===== config.mk =====
export PLATFORM = sky130hd
export DESIGN_NAME = keccak_padder_p_flat
export DESIGN_NICKNAME = d
export VERILOG_FILES = /design/src/rtl/keccak_padder_p_if.sv /design/src/rtl/keccak_padder_p.sv /design/src/flat_wrapper.sv
export SDC_FILE = /design/constraint.sdc
export NUM_CORES = 1
export LEC_CHECK = 0
export ABC_AREA = 1
export CAP_MARGIN = 20
export CORE_AREA = 4 4 239 241
export CTS_CLUSTER_DIAMETER = 40
export CTS_CLUSTER_SIZE = 14
export DETAILED_ROUTE_END_ITERATION = 16
export DIE_AREA = 0 0 243 245
export PLACE_DENSITY = 0.63
export SYNTH_ARGS = -nofsm -noshare
export SYNTH_HDL_FRONTEND = slang
export SYNTH_SLANG_ARGS = --single-unit

===== constraint.sdc =====
create_clock -name clk -period 5.06 [get_ports clk]
set_input_delay 1.012 -clock clk [delete_from_list [all_inputs] [get_ports clk]]
set_output_delay 1.012 -clock clk [all_outputs]
set_load 0.01 [all_outputs]

===== src/rtl/keccak_padder_p_if.sv =====
// Word-in / block-out bus between a message source, the padder and the permutation.
// The source side uses master; the padder uses slave.
interface keccak_padder_p_if #(
  parameter int unsigned IN_W = 32,
  parameter int unsigned RATE = 576
);
  localparam int unsigned BN_W = $clog2(IN_W / 8);

  logic [IN_W-1:0] in;
  logic            in_ready;
  logic            is_last;
  logic [BN_W-1:0] byte_num;
  logic            f_ack;
  logic            buffer_full;
  logic [RATE-1:0] out;
  logic            out_ready;
  logic            last_block;

  modport master (
    output in, in_ready, is_last, byte_num, f_ack,
    input  buffer_full, out, out_ready, last_block
  );

  modport slave (
    input  in, in_ready, is_last, byte_num, f_ack,
    output buffer_full, out, out_ready, last_block
  );
endinterface


===== src/rtl/keccak_padder_p.sv =====
// Keccak/SHA-3 message padder: packs IN_W-bit words into RATE-bit blocks and applies
// PAD_BYTE ... 0x80 multi-rate padding to the final, partial word.
module keccak_padder_p #(
  parameter int unsigned IN_W     = 32,
  parameter int unsigned RATE     = 576,
  parameter logic [7:0]  PAD_BYTE = 8'h01
) (
  input logic              clk,
  input logic              reset,
  keccak_padder_p_if.slave bus
);
  localparam int unsigned NW    = RATE / IN_W;
  localparam int unsigned NB    = IN_W / 8;
  localparam int unsigned CNT_W = $clog2(NW);

  typedef enum logic [1:0] {StAccept, StFull, StDone} state_e;

  state_e           state_q, state_d;
  logic [RATE-1:0]  buf_q, buf_d;
  logic [CNT_W-1:0] cnt_q, cnt_d;
  logic             last_q, last_d;
  logic             full_q, full_d;

  logic             accept;
  logic [IN_W-1:0]  pad_word;
  logic [IN_W-1:0]  slot_word;
  logic [RATE-1:0]  placed;

  // Final word: keep byte_num leading bytes, then PAD_BYTE, then zeros.
  always_comb begin
    pad_word = '0;
    for (int b = 0; b < int'(NB); b++) begin
      if (b < int'(bus.byte_num)) begin
        pad_word[IN_W-1-8*b -: 8] = bus.in[IN_W-1-8*b -: 8];
      end else if (b == int'(bus.byte_num)) begin
        pad_word[IN_W-1-8*b -: 8] = PAD_BYTE;
      end
    end
  end

  assign accept    = bus.in_ready && !full_q && (state_q == StAccept);
  assign slot_word = bus.is_last ? pad_word : bus.in;
  // Unwritten slots are always zero, so OR-ing the shifted word in fills slot cnt.
  assign placed    = {slot_word, {(RATE-IN_W){1'b0}}} >> (cnt_q * IN_W);

  always_comb begin
    state_d = state_q;
    buf_d   = buf_q;
    cnt_d   = cnt_q;
    last_d  = last_q;
    full_d  = full_q;
    unique case (state_q)
      StAccept: begin
        if (accept) begin
          if (bus.is_last) begin
            buf_d   = buf_q | placed | {{(RATE-8){1'b0}}, 8'h80};
            state_d = StFull;
            last_d  = 1'b1;
            full_d  = 1'b1;
          end else begin
            buf_d = buf_q | placed;
            if (cnt_q == CNT_W'(NW - 1)) begin
              state_d = StFull;
              last_d  = 1'b0;
              full_d  = 1'b1;
            end else begin
              cnt_d = cnt_q + CNT_W'(1);
            end
          end
        end
      end
      StFull: begin
        if (bus.f_ack) begin
          buf_d   = '0;
          cnt_d   = '0;
          last_d  = 1'b0;
          state_d = last_q ? StDone : StAccept;
          full_d  = last_q;
        end
      end
      StDone: begin
        full_d = 1'b1;
      end
      default: begin
        state_d = StAccept;
      end
    endcase
  end

  always_ff @(posedge clk) begin
    if (reset) begin
      state_q <= StAccept;
      buf_q   <= '0;
      cnt_q   <= '0;
      last_q  <= 1'b0;
      full_q  <= 1'b0;
    end else begin
      state_q <= state_d;
      buf_q   <= buf_d;
      cnt_q   <= cnt_d;
      last_q  <= last_d;
      full_q  <= full_d;
    end
  end

  assign bus.buffer_full = full_q;
  assign bus.out         = buf_q;
  assign bus.out_ready   = (state_q == StFull);
  assign bus.last_block  = last_q;
endmodule


===== src/flat_wrapper.sv =====
// flat-port wrapper written by rule: the top's interface ports become plain ports
module keccak_padder_p_flat 
#(
  parameter int unsigned IN_W     = 32,
  parameter int unsigned RATE     = 576,
  parameter logic [7:0]  PAD_BYTE = 8'h01
)
  (clk, reset, bus_in, bus_in_ready, bus_is_last, bus_byte_num, bus_f_ack, bus_buffer_full, bus_out, bus_out_ready, bus_last_block);
  keccak_padder_p_if #(.IN_W(IN_W), .RATE(RATE)) bus_i ();
  input logic clk;
  input logic reset;
  input wire logic [$bits(bus_i.in)-1:0] bus_in;
  input wire logic [$bits(bus_i.in_ready)-1:0] bus_in_ready;
  input wire logic [$bits(bus_i.is_last)-1:0] bus_is_last;
  input wire logic [$bits(bus_i.byte_num)-1:0] bus_byte_num;
  input wire logic [$bits(bus_i.f_ack)-1:0] bus_f_ack;
  output wire logic [$bits(bus_i.buffer_full)-1:0] bus_buffer_full;
  output wire logic [$bits(bus_i.out)-1:0] bus_out;
  output wire logic [$bits(bus_i.out_ready)-1:0] bus_out_ready;
  output wire logic [$bits(bus_i.last_block)-1:0] bus_last_block;
  assign bus_i.in = bus_in;
  assign bus_i.in_ready = bus_in_ready;
  assign bus_i.is_last = bus_is_last;
  assign bus_i.byte_num = bus_byte_num;
  assign bus_i.f_ack = bus_f_ack;
  assign bus_buffer_full = bus_i.buffer_full;
  assign bus_out = bus_i.out;
  assign bus_out_ready = bus_i.out_ready;
  assign bus_last_block = bus_i.last_block;
  keccak_padder_p #(.IN_W(IN_W), .RATE(RATE), .PAD_BYTE(PAD_BYTE)) u_core (.clk(clk), .reset(reset), .bus(bus_i));
endmodule

==> summary.md <==
| Metric | Value |
|---|---|
| Status | `finished clean` |
| Residual DRC | `0` |
| Fmax | `289 MHz` |
| Gr usage total | `29.7%` |
| HPWL after DPL | `65,600 um` |
| CTS resizes | `0` |
| Final Hold Vio Count | `0` |
| Leak | `10.9 nW` |
| PortBufs | `617` |
| Iter 0 DRT Violations | `1,575` |
| Wire length of the first global-routing pass | `around 130,000 um` |
| Nets | `3,225` |
| Core area | `54,900 um2` |
| Peak supply drop | `0.320 mV` |
| End of the critical path | `u_core.bus.out[556]` |
| Clock buffer depth | `3` |
| Register area share after synthesis | `56.8%` |
| Met3 usage | `under 10%` |
| CTS tree | `done` |
| CP required | `5.61 ns` |
| CTS Sinks | `585` |
| DIE AREA | `59,500 um2` |
| Router iterations before antenna repair | `5` |
| Via count | `20,600` |
| Placer congestion estimate | `0.851` |
| H-tree levels | `3` |
| Buf/Inv on CP | `1` |
| Initial antenna violation count | `2` |
| Filler cells | `4,975` |
| Non-Filler Instances | `3,963` |
| CP delay by family, top | `simple AND/OR/NAND/NOR gates` |
| CP startpoint | `bus_is_last` |
| Sequential group share of total power | `39.9%` |
| Final min period | `3.46 ns` |
| Slowest stage cell, crit path | `nor2_1` |
| Die height | `about 250 um` |
| Slew @ Worst Pin | `1.07 ns` |
| Synth top area share | `56.8%` |
| Yosys cell types | `26` |
| Cell taking the most area after synthesis | `dfxtp_1` |
| #FFs+latches synth | `585` |
| CP max stage delay | `0.78 ns` |
| Top_reg_cell synth | `dfxtp_1` |
| GRT met2 Usage | `50.5%` |
| Clk slew on worst S/H paths | `0.06 ns` |
| Slew HR | `between 20% and 30%` |
| Max cap viols | `0` |
| Max-slew violation count | `0` |
| Ranking of synthesized cells by area | `dfxtp_1, nor2_1, a21oi_1` |
| Drt wl/cell | `23.4 um` |
| Crit share post-route | `just under 70%` |
| Worst R2R Setup Slack | `between 1.5 and 2 ns` |
| Cell row count | `86` |
| Origin of the critical flop-to-flop path | `u_core.cnt_q[2]` |
| M1 GR Usage | `34.8%` |
| Yosys warns | `0` |
| Synthesized area per cell | `7.83 um2` |
| Die width | `243 um` |
| Worst Hold Class | `flip-flop to flip-flop` |
| Root Driver | `clkbuf_16` |
| Post-CTS setup buffer count | `0` |
| Crit end category | `flip-flop` |
| FFs w/ async S/R, synth | `0%` |
| CTS Hold Bufs | `0` |
| Share of layout cells above drive strength 1 | `6.48%` |
| EDFF count, synth | `0` |
| P_int | `0.00869 W` |
| Vias in the first global route | `20,200` |
| Post-route setup TNS | `0 ns` |
| Worst Reg-to-Reg Cells | `7` |
| Most Used Layer, Global Route | `met2` |
| Worst r2r dst | `u_core.bus.out[253]` |
| Starting Density | `37.6%` |
| Skew final | `0.0137 ns` |
| Pwr dens | `390 nW/um2` |
| Sw Share | `between 20% and 30%` |
| Largest net degree at the start of global routing | `135` |
| Antenna Nets Post-Route | `0` |
| WS Path Type | `input port to flip-flop` |
| Hold path cells | `2` |
| RSZ-0062 raised after global routing | `no` |
| Vias per cell | `5.19` |
| Sw power | `0.00310 W` |
| CP Max Fanout | `10` |
| WP data arrival | `4.01 ns` |
| Levels on crit path | `8` |
| Comb pwr share | `7.4%` |
| Area grow syn2layout | `46.5%` |
| Total gr overflow | `0` |
| Placed insts | `3,797` |
| CP Launch Type | `input port` |
| Most frequent CP cell | `nand2_1` |
| Critical-path cell list | `clkdlybuf4s50_1 > nand2_1 > nand2_1 > nor2_1 > nand3_1 > nor2_1 > nand2_1 > a21oi_1` |
| Clk pwr share | `52.8%` |
| Routed WL | `a little over 90,000 um` |
| Clk Latency, worst-skew pair | `0.63 ns` |
| Netlist Area Pre-Place | `20,600 um2` |
| Mapped Cells | `2,634` |
| Overall Power | `0.0118 W` |
| # setup viols final | `0` |
| Boundary pin count | `a little over 600` |
| TritonCTS buffer count | `89` |
| Syn nets | `2,675` |
==> through the flow <==
stage	hold WS [ns]	area (um2)	worst slack, ns	util (%)
finish	0.445	30200	1.60	55.1
global route	0.462	30200	1.49	55.1
CTS	0.448	30200	1.59	55.1
detailed placement	0.439	27200	0.964	49.5
global placement	0.437	27200	1.02	49.5
floorplan	0.474	20600	2.86	-
==> how the worst min path moves through the flow <==
stage / start / end / slack, ns
2_1_floorplan: u_core.bus.out[0] / u_core.bus.out[0] / 0.47
3_3_place_gp: u_core.bus.out[356] / u_core.bus.out[356] / 0.44
3_5_place_dp: u_core.bus.out[555] / u_core.bus.out[555] / 0.44
4_1_cts: u_core.bus.out[555] / u_core.bus.out[555] / 0.45
5_1_grt: u_core.bus.out[455] / u_core.bus.out[455] / 0.46
6_report: u_core.bus.out[197] / u_core.bus.out[197] / 0.45
==> Yosys cell counts (14+ instances only) <==
library cell  instances
nor2_1              801
clkbuf_1             97
buf_1                16
nand2_1             158
nand3_1             107
a21oi_1             527
buf_4                29
inv_1               157
buf_2                44
nor4_1               14
nand4_1              20
dfxtp_1             585
nor3_1               52
==> tightest hold or removal path, cell delays in order, from the launching register on <==
cell and delay [ns]:
dfxtp_1 0.30, inv_1 0.04, a21oi_1 0.05
==> cell usage in the layout (no fill, tap or decap), types with 2 or more instances in the layout <==
master and instances:
clkinv_4 10, clkinv_8 3, a21oi_1 527, clkinv_2 7, clkdlybuf4s50_1 617, inv_8 3, nand4_1 20, inv_6 19
inv_2 4, buf_4 22, nor3_1 52, dfxtp_1 581, clkbuf_8 9, o21ai_0 3, clkinvlp_4 14, dfxtp_2 4
nor2_1 801, xor2_1 3, nand2_2 3, nand3_4 2, clkbuf_16 90, buf_12 7, inv_1 157, bufinv_16 7
nand3_1 107, nand2_1 156, ha_1 2, clkbuf_1 6, nor4_1 14
==> power by group through the flow <==
stage | clock (W) | combinational, W | sequential, W
2_1_floorplan | 0 | 0.000461 | 0.00479
3_3_place_gp | 0 | 0.000862 | 0.00480
3_5_place_dp | 0 | 0.000866 | 0.00480
4_1_cts | 0.00629 | 0.000869 | 0.00470
5_1_grt | 0.00651 | 0.000921 | 0.00470
6_report | 0.00622 | 0.000869 | 0.00470
==> cells by family after synthesis <==
group / synth area share [%]
AO/OA/AOI/OAI: 12.9
XOR/XNOR: 0.127
adder cells (fa/ha/maj): 0.121
buffers and inverters: 7.26
flip-flops: 56.8
AND/OR/NAND/NOR: 22.8
==> state kept, by name, summed over array words and instances, names as in the netlist <==
name and cells:
u_core.bus.out 576, u_core.bus.last_block 1, u_core.bus.buffer_full 1, u_core.state_q 2
u_core.cnt_q 5
==> per-layer routing <==
layer	wire length (um)	vias up
met5	0	-
met4	4150	0
met3	8190	177
met2	44200	915
met1	36200	9848
li1	-	9616
==> layout make-up <==
cell class                      count  area (um2)  share of cell area (%)
Sequential cell                   585       11700                    38.8
Multi-Input combinational cell   1696        7440                    24.6
Timing Repair Buffer              646        6480                    21.4
Clock buffer                      105        2400                    7.94
Tap cell                          704         881                    2.91
Clock inverter                     60         664                    2.20
Inverter                          166         637                    2.11
Antenna cell                        1        2.50                 0.00828
Note: power is estimated with default switching activity, not from simulation.
